## src/rtl/fifo_param.sv

```systemverilog
// Parametrised single-clock FIFO with occupancy count, almost-full/almost-empty
// thresholds, sticky overflow/underflow flags and a selectable read mode.
//
// Parameters:
//   WIDTH        data word width
//   ADDR_BITS    log2 of depth (DEPTH = 2**ADDR_BITS)
//   AFULL_LEVEL  almost_full when count >= AFULL_LEVEL
//   AEMPTY_LEVEL almost_empty when count <= AEMPTY_LEVEL
//   FWFT         0: registered read (data one cycle after pop)
//                1: first-word-fall-through (head shown while ready)
//
// Ports:
//   clk, clrn            clock (rising edge), asynchronous active-low reset
//   read, write          pop / push requests
//   data_in              push data
//   clear_flags          synchronous clear of overflow/underflow
//   data_out             read data
//   ready                not empty
//   full                 count == DEPTH
//   almost_full          count >= AFULL_LEVEL
//   almost_empty         count <= AEMPTY_LEVEL
//   count                occupancy 0..DEPTH
//   overflow, underflow  sticky error flags

module fifo_param #(
    parameter int unsigned WIDTH        = 8,
    parameter int unsigned ADDR_BITS    = 3,
    parameter int unsigned AFULL_LEVEL  = 6,
    parameter int unsigned AEMPTY_LEVEL = 1,
    parameter int unsigned FWFT         = 0
) (
    input  logic                 clk,
    input  logic                 clrn,
    input  logic                 read,
    input  logic                 write,
    input  logic [WIDTH-1:0]     data_in,
    input  logic                 clear_flags,
    output logic [WIDTH-1:0]     data_out,
    output logic                 ready,
    output logic                 full,
    output logic                 almost_full,
    output logic                 almost_empty,
    output logic [ADDR_BITS:0]   count,
    output logic                 overflow,
    output logic                 underflow
);

    localparam int unsigned DEPTH = 1 << ADDR_BITS;
    localparam logic [ADDR_BITS:0] DEPTH_CNT  = (ADDR_BITS + 1)'(DEPTH);
    localparam logic [ADDR_BITS:0] AFULL_CNT  = (ADDR_BITS + 1)'(AFULL_LEVEL);
    localparam logic [ADDR_BITS:0] AEMPTY_CNT = (ADDR_BITS + 1)'(AEMPTY_LEVEL);

    logic [WIDTH-1:0]   mem [DEPTH];
    logic [ADDR_BITS:0] wr_ptr_q, wr_ptr_d;
    logic [ADDR_BITS:0] rd_ptr_q, rd_ptr_d;
    logic               overflow_q, overflow_d;
    logic               underflow_q, underflow_d;
    logic               rd_acc, wr_acc;
    logic [WIDTH-1:0]   head;

    // Status is derived purely from the registered pointers. The extra pointer
    // bit distinguishes full from empty, so the modular difference is the count.
    always_comb begin
        count        = wr_ptr_q - rd_ptr_q;
        ready        = (count != '0);
        full         = (count == DEPTH_CNT);
        almost_full  = (count >= AFULL_CNT);
        almost_empty = (count <= AEMPTY_CNT);
    end

    // A write into a full FIFO is still accepted when a pop frees a slot the same edge.
    always_comb begin
        rd_acc = read & ready;
        wr_acc = write & (~full | rd_acc);
    end

    always_comb begin
        wr_ptr_d    = wr_ptr_q;
        rd_ptr_d    = rd_ptr_q;
        overflow_d  = overflow_q;
        underflow_d = underflow_q;

        if (wr_acc) wr_ptr_d = wr_ptr_q + 1'b1;
        if (rd_acc) rd_ptr_d = rd_ptr_q + 1'b1;

        // Clear first so a coincident error event wins.
        if (clear_flags) begin
            overflow_d  = 1'b0;
            underflow_d = 1'b0;
        end
        if (write && !wr_acc) overflow_d  = 1'b1;
        if (read && !ready)   underflow_d = 1'b1;
    end

    always_ff @(posedge clk or negedge clrn) begin
        if (!clrn) begin
            wr_ptr_q    <= '0;
            rd_ptr_q    <= '0;
            overflow_q  <= 1'b0;
            underflow_q <= 1'b0;
        end else begin
            wr_ptr_q    <= wr_ptr_d;
            rd_ptr_q    <= rd_ptr_d;
            overflow_q  <= overflow_d;
            underflow_q <= underflow_d;
        end
    end

    // Storage is intentionally not reset.
    always_ff @(posedge clk) begin
        if (wr_acc) mem[wr_ptr_q[ADDR_BITS-1:0]] <= data_in;
    end

    assign head      = mem[rd_ptr_q[ADDR_BITS-1:0]];
    assign overflow  = overflow_q;
    assign underflow = underflow_q;

    if (FWFT != 0) begin : g_fwft
        // Gated to zero when empty so the output is defined out of reset.
        assign data_out = ready ? head : '0;
    end else begin : g_reg
        logic [WIDTH-1:0] dout_q;

        always_ff @(posedge clk or negedge clrn) begin
            if (!clrn) begin
                dout_q <= '0;
            end else if (rd_acc) begin
                dout_q <= head;
            end
        end

        assign data_out = dout_q;
    end

endmodule

```

## config.mk

```make
export PLATFORM = sky130hd
export DESIGN_NAME = fifo_param
export DESIGN_NICKNAME = d
export VERILOG_FILES = /design/src/rtl/fifo_param.sv
export SDC_FILE = /design/constraint.sdc
export NUM_CORES = 1
export LEC_CHECK = 0
export ABC_AREA = 0
export CAP_MARGIN = 10
export CORE_MARGIN = 2
export CORE_UTILIZATION = 55
export DETAILED_ROUTE_END_ITERATION = 10
export PLACE_DENSITY = 0.82
export SLEW_MARGIN = 20
export SYNTH_ARGS = -nofsm -noshare
export SYNTH_HDL_FRONTEND = slang
export SYNTH_SLANG_ARGS = --single-unit
```

## constraint.sdc

```tcl
create_clock -name clk -period 7.4 [get_ports clk]
set_clock_uncertainty 0.05 [all_clocks]
set_input_delay 0.74 -clock clk [delete_from_list [all_inputs] [get_ports clk]]
set_output_delay 0.74 -clock clk [all_outputs]
set_load 0.01 [all_outputs]
```

==> results_dict.tcl <==
set metrics [dict create \
    wl_met1_mm 2.45 \
    post-place-ws_ns 3.91 \
    synthArstFlopShare_pct 22.0 \
    drcViolationCount 0 \
    wl_per_cell_um 18.9 \
    synth_edf_count 64 \
    fin_nets 251 \
    yosysWarningCount 0 \
    endpoint_kind "output port" \
    layout-drive-gt1-share_pct 19.8 \
    cts_setup_buffers 0 \
    p_per_area_nw_per_um2 448 \
    critPathKind "reg2out" \
    drv_slew 0 \
    firstDrtPassIters 4 \
    clock_sinks 82 \
    row_count 28 \
    avgSynthCellArea_um2 17.8 \
    globalplace.congestion 0.758 \
    rsz0062_at_grt "no" \
    synth_flop_cell "edfxtp_1" \
    dp.final_hpwl_mm 3.80 \
    seq_area_frac_synth_pct 70.2 \
    cp_max_fo 21 \
    path_common_cell "nor2_1" \
    grt_max_degree 22 \
    synth-seq-cells 82 \
    clockBufferDepth 2 \
    htree_levels 3 \
    cts_tree "done" \
    path_cells "inv_1, ha_1, and3b_1, nor3_2, nor2_1, nor2_1, clkdlybuf4s50_1" \
    maxCapViolations 0 \
    whs_ns 0.434 \
    relSlewSlack_pct 33.4 \
    cp_num_buf_inv 2 \
    die_height_um 82.4 \
    dieArea_um2 6790 \
    port_buffers 30 \
    synth_cells 190 \
    wl_mm 5.88 \
    root_buffer "clkbuf_8" \
    numCtsBuffers 9 \
    syn_to_final_growth_pct 18.8 \
    clk-insertion-delay-late_ns 0.35 \
    hold_class "reg2reg" \
    synthesis.area_um2 3380 \
    wl_met3_um 244 \
    grt_overflow 0 \
    hold_buffers 0 \
    crit_family "flip-flops" \
    core-area_um2 5920 \
    cp_slowest_cell "dfrtp_1" \
    min_period_over_period_pct 51.8 \
    p_leak_nw 1.46 \
    critPathLaunchType "flip-flop" \
    hold_viol_final 0 \
    critPathRequiredTime_ns 6.61 \
    synth.distinct_cells 36 \
    grt_util_all_layers_pct 19.9 \
    initial_utilization_pct 57.1 \
    met2_length_mm 3.07 \
    top_layer "met4" \
    vias_per_cell 5.76 \
    arrival_ns 3.04 \
    ctsResizeCount 0 \
    tightest_slew_ns 0.996 \
    max_freq_mhz 261 \
    die_w_um 82.4 \
    synthesis.nets 209 \
    n_antenna_cell 0 \
    grt_pass1_vias 1803 \
    num_io_pins 31 \
    crit_path_max_incr_delay_ns 0.90 \
    ant_nets 0 \
    setup-violations-final 0 \
    initialDrtViolationCount 177 \
    vias 1796 \
    setup_tns_ns 0 \
    finalWorstSetupSlack_ns 3.57 \
    antenna_found_initial 0 \
    period_needed_ns 3.83 \
    cts.clk_slew.worst_paths_ns 0.08 \
    status "completed" \
    grt_pass1_wl_mm 9.26 \
    peakVddDrop_mv 0.251 \
]
## sequential cells by signal (all words and copies together) (netlist names)
name,count
mem,64
underflow,1
overflow,1
wr_ptr_q,4
data_out,8
rd_ptr_q,4
## power breakdown
group          switching [W]  internal (W)
sequential         0.0000764      0.000604
clock               0.000166      0.000193
combinational       0.000374      0.000386
total               0.000616       0.00118
## synthesized netlist by cell type (2+ instances only)
library cell | count | area (um^2)
edfxtp_1 | 64 | 1920
dfrtp_1 | 18 | 450
mux4_2 | 16 | 360
nand2_1 | 13 | 48.8
o21ai_0 | 10 | 50.1
inv_1 | 9 | 33.8
mux2i_1 | 8 | 80.1
nor3_1 | 6 | 30.0
ha_1 | 5 | 62.6
nor2_1 | 5 | 18.8
xnor2_1 | 5 | 43.8
a21oi_1 | 3 | 15.0
xor2_1 | 3 | 26.3
buf_2 | 2 | 10.0
buf_4 | 2 | 15.0
## placed cells by master, fill, tap and decap left out, types with 2 or more instances in the layout
cell type         n
edfxtp_1         64
clkdlybuf4s50_1  30
dfrtp_1          18
mux4_2           16
nand2_1          13
o21ai_0          10
inv_1             9
clkbuf_8          9
mux2i_1           8
nor3_1            6
buf_4             6
xnor2_1           5
nor2_1            5
ha_1              5
a21oi_1           3
xor2_1            3
clkinv_4          3
bufinv_16         2
## path summary, 6_finish.rpt
check | startpoint | end | slack [ns] | depth (start not counted)
max in group asynchronous | clrn | wr_ptr_q[0]$_DFFE_PN0P_ | 5.95 | 1
setup reg to reg | rd_ptr_q[1]$_DFFE_PN0P_ | mem[6][7]$_DFFE_PP_ | 4.07 | 7
hold reg to reg | data_out[4]$_DFFE_PN0P_ | data_out[4]$_DFFE_PN0P_ | 0.43 | 2
hold / removal | data_out[4]$_DFFE_PN0P_ | data_out[4]$_DFFE_PN0P_ | 0.43 | 2
min in group asynchronous | clrn | data_out[2]$_DFFE_PN0P_ | 0.82 | 1
setup / recovery | rd_ptr_q[1]$_DFFE_PN0P_ | full | 3.57 | 7
## per-stage QoR
stage                     area (um^2)  utilization [%]  total power, W  std cells
after global placement           3790             64.0         0.00143        296
after global routing             4020             67.9         0.00191        312
after floorplan                  3380                -         0.00116        190
after CTS                        4020             67.9         0.00182        312
final                            4020             67.9         0.00180        312
after detailed placement         3790             64.0         0.00146        296
## cells by family after synthesis
group,Yosys count,synth area share (%)
buffers and inverters,15,1.96
DFF,82,70.2
adders and majority gates,6,2.44
AOI/OAI and AO/OA,19,4.18
xor gates and xnor gates,9,2.55
muxes,25,13.4
and+or+nand+nor,34,5.33
## layout make-up
type,instances,area [um^2]
clock inverter,7,103
sequential,82,2370
timing repair buffer,36,345
clock buffer,9,124
inverter,10,37.5
multi-input combinational,93,942
tap,75,93.8
fill,415,1900
## tightest hold or removal path, delay by kind of cell, from the launching register on
kind / cells / cell delay (ns)
flip-flops: 1 / 0.35
AO/OA/AOI/OAI: 1 / 0.06
AND/OR/NAND/NOR: 1 / 0.04
## metal layers
layer	vias to the layer above	global-route usage (%)
met5	-	0
met4	0	9.17
met3	10	4.35
met2	61	34.0
met1	902	24.0
li1	823	-
Note: power is estimated with default switching activity, not from simulation.
